### config.mk
export PLATFORM = sky130hd
export DESIGN_NAME = fp_add_sequencer_flat
export DESIGN_NICKNAME = d
export VERILOG_FILES = /design/src/rtl/fp_add_sequencer_if.sv /design/src/rtl/fp_add_sequencer.sv /design/src/flat_wrapper.sv
export SDC_FILE = /design/constraint.sdc
export NUM_CORES = 1
export LEC_CHECK = 0
export BUFFER_PORTS_ARGS = -buffer_cell sky130_fd_sc_hd__buf_2
export CORE_MARGIN = 1
export CORE_UTILIZATION = 35
export CTS_CLUSTER_SIZE = 30
export DETAILED_ROUTE_END_ITERATION = 10
export PLACE_DENSITY = 0.74
export SYNTH_ARGS = -nofsm -noshare
export SYNTH_HDL_FRONTEND = slang
export SYNTH_SLANG_ARGS = --single-unit
### constraint.sdc
create_clock -name clk -period 1.62 [get_ports clk]
set_clock_uncertainty 0.1 [all_clocks]
set_input_delay 0.162 -clock clk [delete_from_list [all_inputs] [get_ports clk]]
set_output_delay 0.162 -clock clk [all_outputs]
set_load 0.005 [all_outputs]
### src/rtl/fp_add_sequencer_if.sv
// Command, memory and adder bus of the FP add sequencer.
// slave = sequencer side, master = environment side (issuer, memory, adder).
interface fp_add_sequencer_if #(
   parameter int ADDR_W = 5,
   parameter int DATA_W = 32
);
   logic              cmd_valid;
   logic              cmd_ready;
   logic [ADDR_W-1:0] cmd_src_a;
   logic [ADDR_W-1:0] cmd_src_b;
   logic [ADDR_W-1:0] cmd_dst;
   logic [ADDR_W-1:0] cmd_exp;
   logic              mem_we;
   logic              mem_mode;
   logic [ADDR_W-1:0] mem_addr;
   logic [DATA_W-1:0] mem_wdata;
   logic [DATA_W-1:0] mem_rdata;
   logic [DATA_W-1:0] add_a;
   logic [DATA_W-1:0] add_b;
   logic [DATA_W-1:0] add_sum;

   modport slave (
      input  cmd_valid, cmd_src_a, cmd_src_b, cmd_dst, cmd_exp, mem_rdata, add_sum,
      output cmd_ready, mem_we, mem_mode, mem_addr, mem_wdata, add_a, add_b
   );

   modport master (
      output cmd_valid, cmd_src_a, cmd_src_b, cmd_dst, cmd_exp, mem_rdata, add_sum,
      input  cmd_ready, mem_we, mem_mode, mem_addr, mem_wdata, add_a, add_b
   );
endinterface

### src/rtl/fp_add_sequencer.sv
// Sequences read A, read B, external FP add and writeback over a shared memory port.
// Optional result check against a stored word is enabled by defining FPSEQ_CHECK_EN.
module fp_add_sequencer #(
   parameter int ADDR_W = 5,
   parameter int DATA_W = 32
) (
   input  logic                clk,
   input  logic                reset,
   fp_add_sequencer_if.slave   bus,
   output logic                done,
   output logic [DATA_W-1:0]   result,
   output logic                match,
   output logic [15:0]         op_count
);
   typedef enum logic [2:0] {
      S_IDLE  = 3'd0,
      S_RD_A  = 3'd1,
      S_RD_B  = 3'd2,
      S_CAP_B = 3'd3,
      S_ADD   = 3'd4,
      S_WB    = 3'd5,
      S_DONE  = 3'd6
   } state_e;

   state_e            state_q, state_d;
   logic [ADDR_W-1:0] src_a_q, src_a_d, src_b_q, src_b_d, dst_q, dst_d;
   logic [DATA_W-1:0] op_a_q, op_a_d, op_b_q, op_b_d, sum_q, sum_d, result_q, result_d;
   logic [15:0]       op_count_q, op_count_d;
   logic              match_q, match_d, done_q, done_d, cmd_ready_q, cmd_ready_d;
   logic              mem_we_q, mem_we_d, mem_mode_q, mem_mode_d;
   logic [ADDR_W-1:0] mem_addr_q, mem_addr_d;
   logic [DATA_W-1:0] mem_wdata_q, mem_wdata_d;
   logic              accept_s;
`ifdef FPSEQ_CHECK_EN
   logic [ADDR_W-1:0] exp_addr_q, exp_addr_d;
   logic [DATA_W-1:0] expected_q, expected_d;
`else
   logic              unused_cmd_exp_s;
   assign unused_cmd_exp_s = ^bus.cmd_exp;
`endif

   assign accept_s = bus.cmd_valid && (state_q == S_IDLE);

   // Next-state logic: fixed walk through the operation states.
   always_comb begin
      state_d = state_q;
      case (state_q)
         S_IDLE: begin
            if (accept_s) state_d = S_RD_A;
            else          state_d = S_IDLE;
         end
         S_RD_A:  state_d = S_RD_B;
         S_RD_B:  state_d = S_CAP_B;
         S_CAP_B: state_d = S_ADD;
         S_ADD:   state_d = S_WB;
         S_WB:    state_d = S_DONE;
         S_DONE:  state_d = S_IDLE;
         default: state_d = S_IDLE;
      endcase
   end

   // Datapath captures: read data arrives one cycle after its address.
   always_comb begin
      src_a_d    = accept_s ? bus.cmd_src_a : src_a_q;
      src_b_d    = accept_s ? bus.cmd_src_b : src_b_q;
      dst_d      = accept_s ? bus.cmd_dst   : dst_q;
      op_a_d     = (state_q == S_RD_B)  ? bus.mem_rdata : op_a_q;
      op_b_d     = (state_q == S_CAP_B) ? bus.mem_rdata : op_b_q;
      sum_d      = (state_q == S_ADD)   ? bus.add_sum   : sum_q;
      result_d   = (state_q == S_DONE)  ? sum_q         : result_q;
      op_count_d = (state_q == S_DONE)  ? op_count_q + 16'd1 : op_count_q;
`ifdef FPSEQ_CHECK_EN
      exp_addr_d = accept_s ? bus.cmd_exp : exp_addr_q;
      expected_d = (state_q == S_ADD)  ? bus.mem_rdata : expected_q;
      match_d    = (state_q == S_DONE) ? (sum_q == expected_q) : match_q;
`else
      match_d    = 1'b0;
`endif
   end

   // Output decode from the next state so every bus output leaves a flop.
   always_comb begin
      mem_we_d    = 1'b0;
      mem_mode_d  = 1'b1;
      mem_addr_d  = {ADDR_W{1'b0}};
      mem_wdata_d = {DATA_W{1'b0}};
      case (state_d)
         S_RD_A: mem_addr_d = src_a_d;
         S_RD_B: mem_addr_d = src_b_d;
`ifdef FPSEQ_CHECK_EN
         S_CAP_B: mem_addr_d = exp_addr_d;
`else
         S_CAP_B: mem_addr_d = {ADDR_W{1'b0}};
`endif
         S_WB: begin
            mem_we_d    = 1'b1;
            mem_mode_d  = 1'b0;
            mem_addr_d  = dst_d;
            mem_wdata_d = sum_d;
         end
         default: mem_addr_d = {ADDR_W{1'b0}};
      endcase
      done_d      = (state_d == S_DONE);
      cmd_ready_d = (state_d == S_IDLE);
   end

   // State and output registers with synchronous reset.
   always_ff @(posedge clk) begin
      if (reset) begin
         state_q     <= S_IDLE;
         src_a_q     <= {ADDR_W{1'b0}};
         src_b_q     <= {ADDR_W{1'b0}};
         dst_q       <= {ADDR_W{1'b0}};
         op_a_q      <= {DATA_W{1'b0}};
         op_b_q      <= {DATA_W{1'b0}};
         sum_q       <= {DATA_W{1'b0}};
         result_q    <= {DATA_W{1'b0}};
         op_count_q  <= 16'd0;
         match_q     <= 1'b0;
         done_q      <= 1'b0;
         cmd_ready_q <= 1'b1;
         mem_we_q    <= 1'b0;
         mem_mode_q  <= 1'b1;
         mem_addr_q  <= {ADDR_W{1'b0}};
         mem_wdata_q <= {DATA_W{1'b0}};
`ifdef FPSEQ_CHECK_EN
         exp_addr_q  <= {ADDR_W{1'b0}};
         expected_q  <= {DATA_W{1'b0}};
`endif
      end else begin
         state_q     <= state_d;
         src_a_q     <= src_a_d;
         src_b_q     <= src_b_d;
         dst_q       <= dst_d;
         op_a_q      <= op_a_d;
         op_b_q      <= op_b_d;
         sum_q       <= sum_d;
         result_q    <= result_d;
         op_count_q  <= op_count_d;
         match_q     <= match_d;
         done_q      <= done_d;
         cmd_ready_q <= cmd_ready_d;
         mem_we_q    <= mem_we_d;
         mem_mode_q  <= mem_mode_d;
         mem_addr_q  <= mem_addr_d;
         mem_wdata_q <= mem_wdata_d;
`ifdef FPSEQ_CHECK_EN
         exp_addr_q  <= exp_addr_d;
         expected_q  <= expected_d;
`endif
      end
   end

   assign bus.cmd_ready = cmd_ready_q;
   assign bus.mem_we    = mem_we_q;
   assign bus.mem_mode  = mem_mode_q;
   assign bus.mem_addr  = mem_addr_q;
   assign bus.mem_wdata = mem_wdata_q;
   assign bus.add_a     = op_a_q;
   assign bus.add_b     = op_b_q;
   assign done          = done_q;
   assign result        = result_q;
   assign match         = match_q;
   assign op_count      = op_count_q;
endmodule

### src/flat_wrapper.sv
// flat-port wrapper written by rule: the top's interface ports become plain ports
module fp_add_sequencer_flat 
#(
   parameter int ADDR_W = 5,
   parameter int DATA_W = 32
)
  (clk, reset, done, result, match, op_count, bus_cmd_valid, bus_cmd_src_a, bus_cmd_src_b, bus_cmd_dst, bus_cmd_exp, bus_mem_rdata, bus_add_sum, bus_cmd_ready, bus_mem_we, bus_mem_mode, bus_mem_addr, bus_mem_wdata, bus_add_a, bus_add_b);
  fp_add_sequencer_if #(.ADDR_W(ADDR_W), .DATA_W(DATA_W)) bus_i ();
  input  logic clk;
  input  logic reset;
  output logic done;
  output logic [DATA_W-1:0] result;
  output logic match;
  output logic [15:0] op_count;
  input wire logic [$bits(bus_i.cmd_valid)-1:0] bus_cmd_valid;
  input wire logic [$bits(bus_i.cmd_src_a)-1:0] bus_cmd_src_a;
  input wire logic [$bits(bus_i.cmd_src_b)-1:0] bus_cmd_src_b;
  input wire logic [$bits(bus_i.cmd_dst)-1:0] bus_cmd_dst;
  input wire logic [$bits(bus_i.cmd_exp)-1:0] bus_cmd_exp;
  input wire logic [$bits(bus_i.mem_rdata)-1:0] bus_mem_rdata;
  input wire logic [$bits(bus_i.add_sum)-1:0] bus_add_sum;
  output wire logic [$bits(bus_i.cmd_ready)-1:0] bus_cmd_ready;
  output wire logic [$bits(bus_i.mem_we)-1:0] bus_mem_we;
  output wire logic [$bits(bus_i.mem_mode)-1:0] bus_mem_mode;
  output wire logic [$bits(bus_i.mem_addr)-1:0] bus_mem_addr;
  output wire logic [$bits(bus_i.mem_wdata)-1:0] bus_mem_wdata;
  output wire logic [$bits(bus_i.add_a)-1:0] bus_add_a;
  output wire logic [$bits(bus_i.add_b)-1:0] bus_add_b;
  assign bus_i.cmd_valid = bus_cmd_valid;
  assign bus_i.cmd_src_a = bus_cmd_src_a;
  assign bus_i.cmd_src_b = bus_cmd_src_b;
  assign bus_i.cmd_dst = bus_cmd_dst;
  assign bus_i.cmd_exp = bus_cmd_exp;
  assign bus_i.mem_rdata = bus_mem_rdata;
  assign bus_i.add_sum = bus_add_sum;
  assign bus_cmd_ready = bus_i.cmd_ready;
  assign bus_mem_we = bus_i.mem_we;
  assign bus_mem_mode = bus_i.mem_mode;
  assign bus_mem_addr = bus_i.mem_addr;
  assign bus_mem_wdata = bus_i.mem_wdata;
  assign bus_add_a = bus_i.add_a;
  assign bus_add_b = bus_i.add_b;
  fp_add_sequencer #(.ADDR_W(ADDR_W), .DATA_W(DATA_W)) u_core (.clk(clk), .reset(reset), .bus(bus_i), .done(done), .result(result), .match(match), .op_count(op_count));
endmodule
# Yosys cells after proc, flatten, opt, wreduce, memory -nomap -nowiden
# Index checks and enable logic that the tools add are counted.
# word_totals
ram_bits	0
output_inout_bits	154
regBits	203
romBits	0
latchBits	0
elab_cells	40
n_memories	0
in_bits	87
# classes
bitwise	1
addsub	1
n_shift	0
muxes	9
reduce_logical	4
div_mod_pow	0
n_eq_ne	10
n_mul	0
magnitude_cmp	0
# ops
op	n
two-way mux 32 bit	1
case mux 3 bit (6 select lines)	1
adder 16 x 1 -> 16 bit (second input constant)	1
equality test 3 bit (second input constant)	5
two-way mux 5 bit	3
case mux 5 bit (3 select lines)	1
equality test 3 x 2 -> 1 bit (second input constant)	3
equality test 3 x 1 -> 1 bit (second input constant)	2
logical NOT 3 bit	2
two-way mux 1 bit	3
OR reduction 2 bit	1
logical AND 1 bit	1
inverter 1 bit	1

# Depth between registers and ports, before layout
# depth
ltp_word	7
mapped_depth	6
ltp_nobuf	4

# Worst setup path before layout
# Ideal clock, no wire load.
# synth_timing
kind	reg-to-reg
startpoint	register u_core.op_count_q[7], in the netlist u_core.op_count[7]
endpoint	register u_core.op_count_q[15], in the netlist u_core.op_count[15]
slack_ps	27
setup_ps	70
synth_period_minus_slack_ps	1593
path_buffers	0
arrival_time_ps	1423
path_stages_with_launch	5
required_time_ps	1450
cell_sequence	dfxtp_1 -> and4_1 -> nand4_4 -> or4_1 -> a21oi_1
# synth_between
elab_chain_cells	1
# synth_rtl
item	line_no	text
start, declared	fp_add_sequencer.sv:28	logic [15:0] op_count_q, op_count_d;
start signal, assigned	fp_add_sequencer.sv:139	op_count_q <= op_count_d;
adder 16 x 1 -> 16 bit	fp_add_sequencer.sv:71	op_count_d = (state_q == S_DONE) ? op_count_q + 16'd1 : op_count_q;
# No other way between the ends.
# A chain may end at the register's enable or synchronous reset.

# Final worst setup path
# layout_timing
startpoint	register u_core.state_q[0]
endpoint	register u_core.src_b_q[3]
# layout_between
elab_chain_cells	3
# layout_rtl
item	line_no	text
start, declared	fp_add_sequencer.sv:25	state_e state_q, state_d;
start signal, assigned	fp_add_sequencer.sv:131	state_q <= state_d;
logical NOT 3 bit	fp_add_sequencer.sv:42	assign accept_s = bus.cmd_valid && (state_q == S_IDLE);
logical AND 1 bit	fp_add_sequencer.sv:42	
two-way mux 5 bit	fp_add_sequencer.sv:65	src_b_d = accept_s ? bus.cmd_src_b : src_b_q;
end signal, assigned	fp_add_sequencer.sv:112	src_b_q <= {ADDR_W{1'b0}};
end signal, assigned	fp_add_sequencer.sv:133	src_b_q <= src_b_d;
end, declared	fp_add_sequencer.sv:26	logic [ADDR_W-1:0] src_a_q, src_a_d, src_b_q, src_b_d, dst_q, dst_d;
# No other way between the ends.

==> flow_metrics.tcl <==
set metrics [dict create \
    status "complete, no violations" \
    cp_slowest_stage_delay_ns 0.40 \
    portBuffers 234 \
    synth_cells 818 \
    worstPathCellList "buf_4 > nor3_1 > and2_4 > nand2_1 > a21oi_1" \
    antenna_left 0 \
    grt_pass1_vias 6408 \
    dieArea_mm2 0.02006 \
    drc 0 \
    via_count 6701 \
    start_util_pct 36.13 \
    grt-ovfl-total 0 \
    synth_seq_area_share_pct 58.08 \
    end_kind "register" \
    async_flop_share_pct 0 \
    cellPowerDensity_mw_per_mm2 1062 \
    grt_usage_pct 19.14 \
    fin_total_pwr_mw 10.60 \
    min_path_cells 3 \
    crit_buf_inv 1 \
    fin_nets 1212 \
    setup_viol 0 \
    crit_arrival_ns 1.85 \
    routed_wl_um 19960 \
    power.leakage_nw 4.377 \
    reg2reg_from "u_core.state_q[0]$_SDFF_PP0_" \
    clockRootBuffer "clkbuf_16" \
    clock_sinks 198 \
    dp_worst_setup_slack_ns 0.03901 \
    grt_max_degree 79 \
    dp_hpwl_um 11990 \
    cts.path.max_buffers 2 \
    hold_end "u_core.bus.mem_addr[0]$_SDFF_PP0_" \
    grt_pass1_wl_um 30450 \
    die_h_um 141.6 \
    design.core.area_mm2 0.01889 \
    htreeDepth 4 \
    critical_path.slowest_cell "nor3_1" \
    ys.warnings.count 0 \
    fin_crit_ns 1.607 \
    dr.first_iter.drc_count 310 \
    syn_area_mm2 0.006825 \
    synth.ff_latch_count 198 \
    rsz0062_at_grt "true" \
    cts_tree "built" \
    die_x_um 141.6 \
    fmax_mhz 622.2 \
    wl_per_cell_um 14.28 \
    drive_above_1_share_pct 28.76 \
    timing.rr.end "u_core.src_b_q[3]$_SDFF_PP0_" \
    critPathLaunchType "register" \
    min-delay-start "reset" \
    syn_avg_cell_area_um2 8.344 \
    crit_required_ns 1.86 \
    synth_ff_type "dfxtp_1" \
    timing.hold.ws_ns 0.009214 \
    hold_path_class "primary input to register" \
    final_util_pct 52.82 \
    hold_viol 0 \
    antenna_found_initial 1 \
    synthToLayoutAreaGrowth_pct 46.21 \
    reg2reg_slack_ns 0.01 \
    drv_slew 0 \
    synth_edf_count 0 \
    r2r_cells 5 \
    cp_max_fo 10 \
    worstSetupPathType "register to register" \
    clk-insertion-delay-late_ns 0.42 \
    fin_ws_ns 0.01277 \
    firstDrtPassIters 5 \
    fin_cells 1398 \
    via_per_inst 4.793 \
    finalCritPeriodShare_pct 99.21 \
    ioPinCount 241 \
    path_delay_family "simple AND/OR/NAND/NOR gates" \
    place_congestion 0.7951 \
    std_cell_rows 50 \
    ys_types 37 \
    cts_buffers 17 \
    syn-num-nets 906 \
    path_clk_slew_ns 0.07 \
    irDropWorstVdd_mv 0.6734 \
    maxCapViolCount 0 \
    dpl.cell_count 1285 \
]
[synthesized netlist by cell type (4+ instances only)]
| cell type | instances | area, um2 |
|---|---|---|
| a21oi_1 | 145 | 725.7 |
| a22oi_1 | 5 | 37.54 |
| and2_1 | 8 | 50.05 |
| and3_1 | 34 | 212.7 |
| buf_2 | 13 | 65.06 |
| clkbuf_1 | 48 | 180.2 |
| dfxtp_1 | 198 | 3964 |
| nand2_1 | 293 | 1100 |
| nand3_1 | 4 | 20.02 |
| nand4_1 | 4 | 25.02 |
| nor2_1 | 14 | 52.55 |
| o21ai_0 | 8 | 40.04 |
| xnor2_1 | 5 | 43.79 |
| xor2_1 | 6 | 52.55 |
[layer usage]
layer / wire (um) / vias to the layer above / track usage [%]
li1: - / 3287 / -
met1: 8245 / 3107 / 21.74
met2: 9848 / 274 / 33.76
met3: 1450 / 33 / 5.467
met4: 417 / 0 / 7.583
met5: 0 / - / 0
[state kept, by name, summed over array words and instances (netlist names), 3 cells and up]
register,count
u_core.op_count,16
u_core.result,32
u_core.state_q,3
u_core.bus.mem_addr,5
u_core.bus.add_b,32
u_core.bus.add_a,32
u_core.dst_q,5
u_core.bus.mem_wdata,32
u_core.src_b_q,5
u_core.sum_q,32
[worst register-to-register path, delay by kind of cell, from the launching register on]
| kind | cells | cell delay [ns] |
|---|---|---|
| compound gates | 1 | 0.18 |
| buf+inv | 1 | 0.16 |
| simple gates | 3 | 0.79 |
| flops | 1 | 0.31 |
[final cells by class]
class / count / area [um2]
Antenna cell: 1 / 2.502
Timing Repair Buffer: 350 / 2396
Multi-Input combinational cell: 555 / 2643
Tap cell: 260 / 325.3
Fill cell: 1725 / 8914
Clock inverter: 15 / 215.2
Sequential cell: 198 / 3965
Clock buffer: 17 / 425.4
Inverter: 2 / 7.507
[power by group]
group	switching [mW]	internal [mW]	total, mW
clock network	2.20	2.29	4.50
logic	0.544	0.478	1.02
registers	0.0702	5.01	5.08
[cell usage in the layout (no fill, tap or decap), types with 4 or more instances in the layout]
master,n
dfxtp_1,197
a21oi_1,144
nor2_1,12
buf_12,10
nand2_1,292
clkinv_8,4
inv_8,4
nand4_1,4
buf_2,233
buf_4,29
o21ai_0,8
a22oi_1,5
xor2_1,6
dlygate4sd3_1,75
and2_1,7
and3_1,34
nand3_1,4
xnor2_1,5
clkbuf_16,19
[what timing repair did]
action                                  in CTS  in global routing
buffers inserted                             0                  3
resized for setup                            0                 14
hold buffers                                75                  0
endpoints found under the setup margin       0                 56
hold endpoints to repair                   139                  0
[stage by stage]
stage / setup TNS [ns] / cell area, um2
2_1_floorplan: 0 / 6825
3_3_place_gp: 0 / 8469
3_5_place_dp: 0 / 8469
4_1_cts: 0 / 9861
5_1_grt: -0.07814 / 9980
6_report: 0 / 9980
[kinds of logic (layout without fill, tap and decap cells)]
| group | count (synthesis) | after routing | synth area share, % |
|---|---|---|---|
| AND/OR/NAND/NOR | 381 | 381 | 24.23 |
| flip-flops | 198 | 198 | 58.08 |
| adder cells (fa/ha/maj) | 1 | 1 | 0.1833 |
| XOR/XNOR | 11 | 11 | 1.412 |
| AO/OA/AOI/OAI | 161 | 161 | 12.12 |
| other | 1 | 2 | 0.05494 |
| buffers and inverters | 65 | 384 | 3.923 |
[worst max path at each step]
stage,from,endpoint,slack [ns],cells past startpoint
finish,u_core.state_q[0]$_SDFF_PP0_,u_core.src_b_q[3]$_SDFF_PP0_,0.01,5
global route,u_core.op_count[10]$_SDFFE_PP0N_,u_core.op_count[15]$_SDFFE_PP0N_,-0.03,4
CTS,u_core.state_q[2]$_SDFF_PP0_,u_core.sum_q[4]$_SDFF_PP0_,0.002,6
detailed placement,u_core.state_q[2]$_SDFF_PP0_,u_core.dst_q[3]$_SDFF_PP0_,0.04,5
global placement,u_core.state_q[0]$_SDFF_PP0_,u_core.op_count[9]$_SDFFE_PP0N_,0.05,5
floorplan,u_core.op_count[7]$_SDFFE_PP0N_,u_core.op_count[15]$_SDFFE_PP0N_,0.03,4
(Power assumes the default switching activity.)
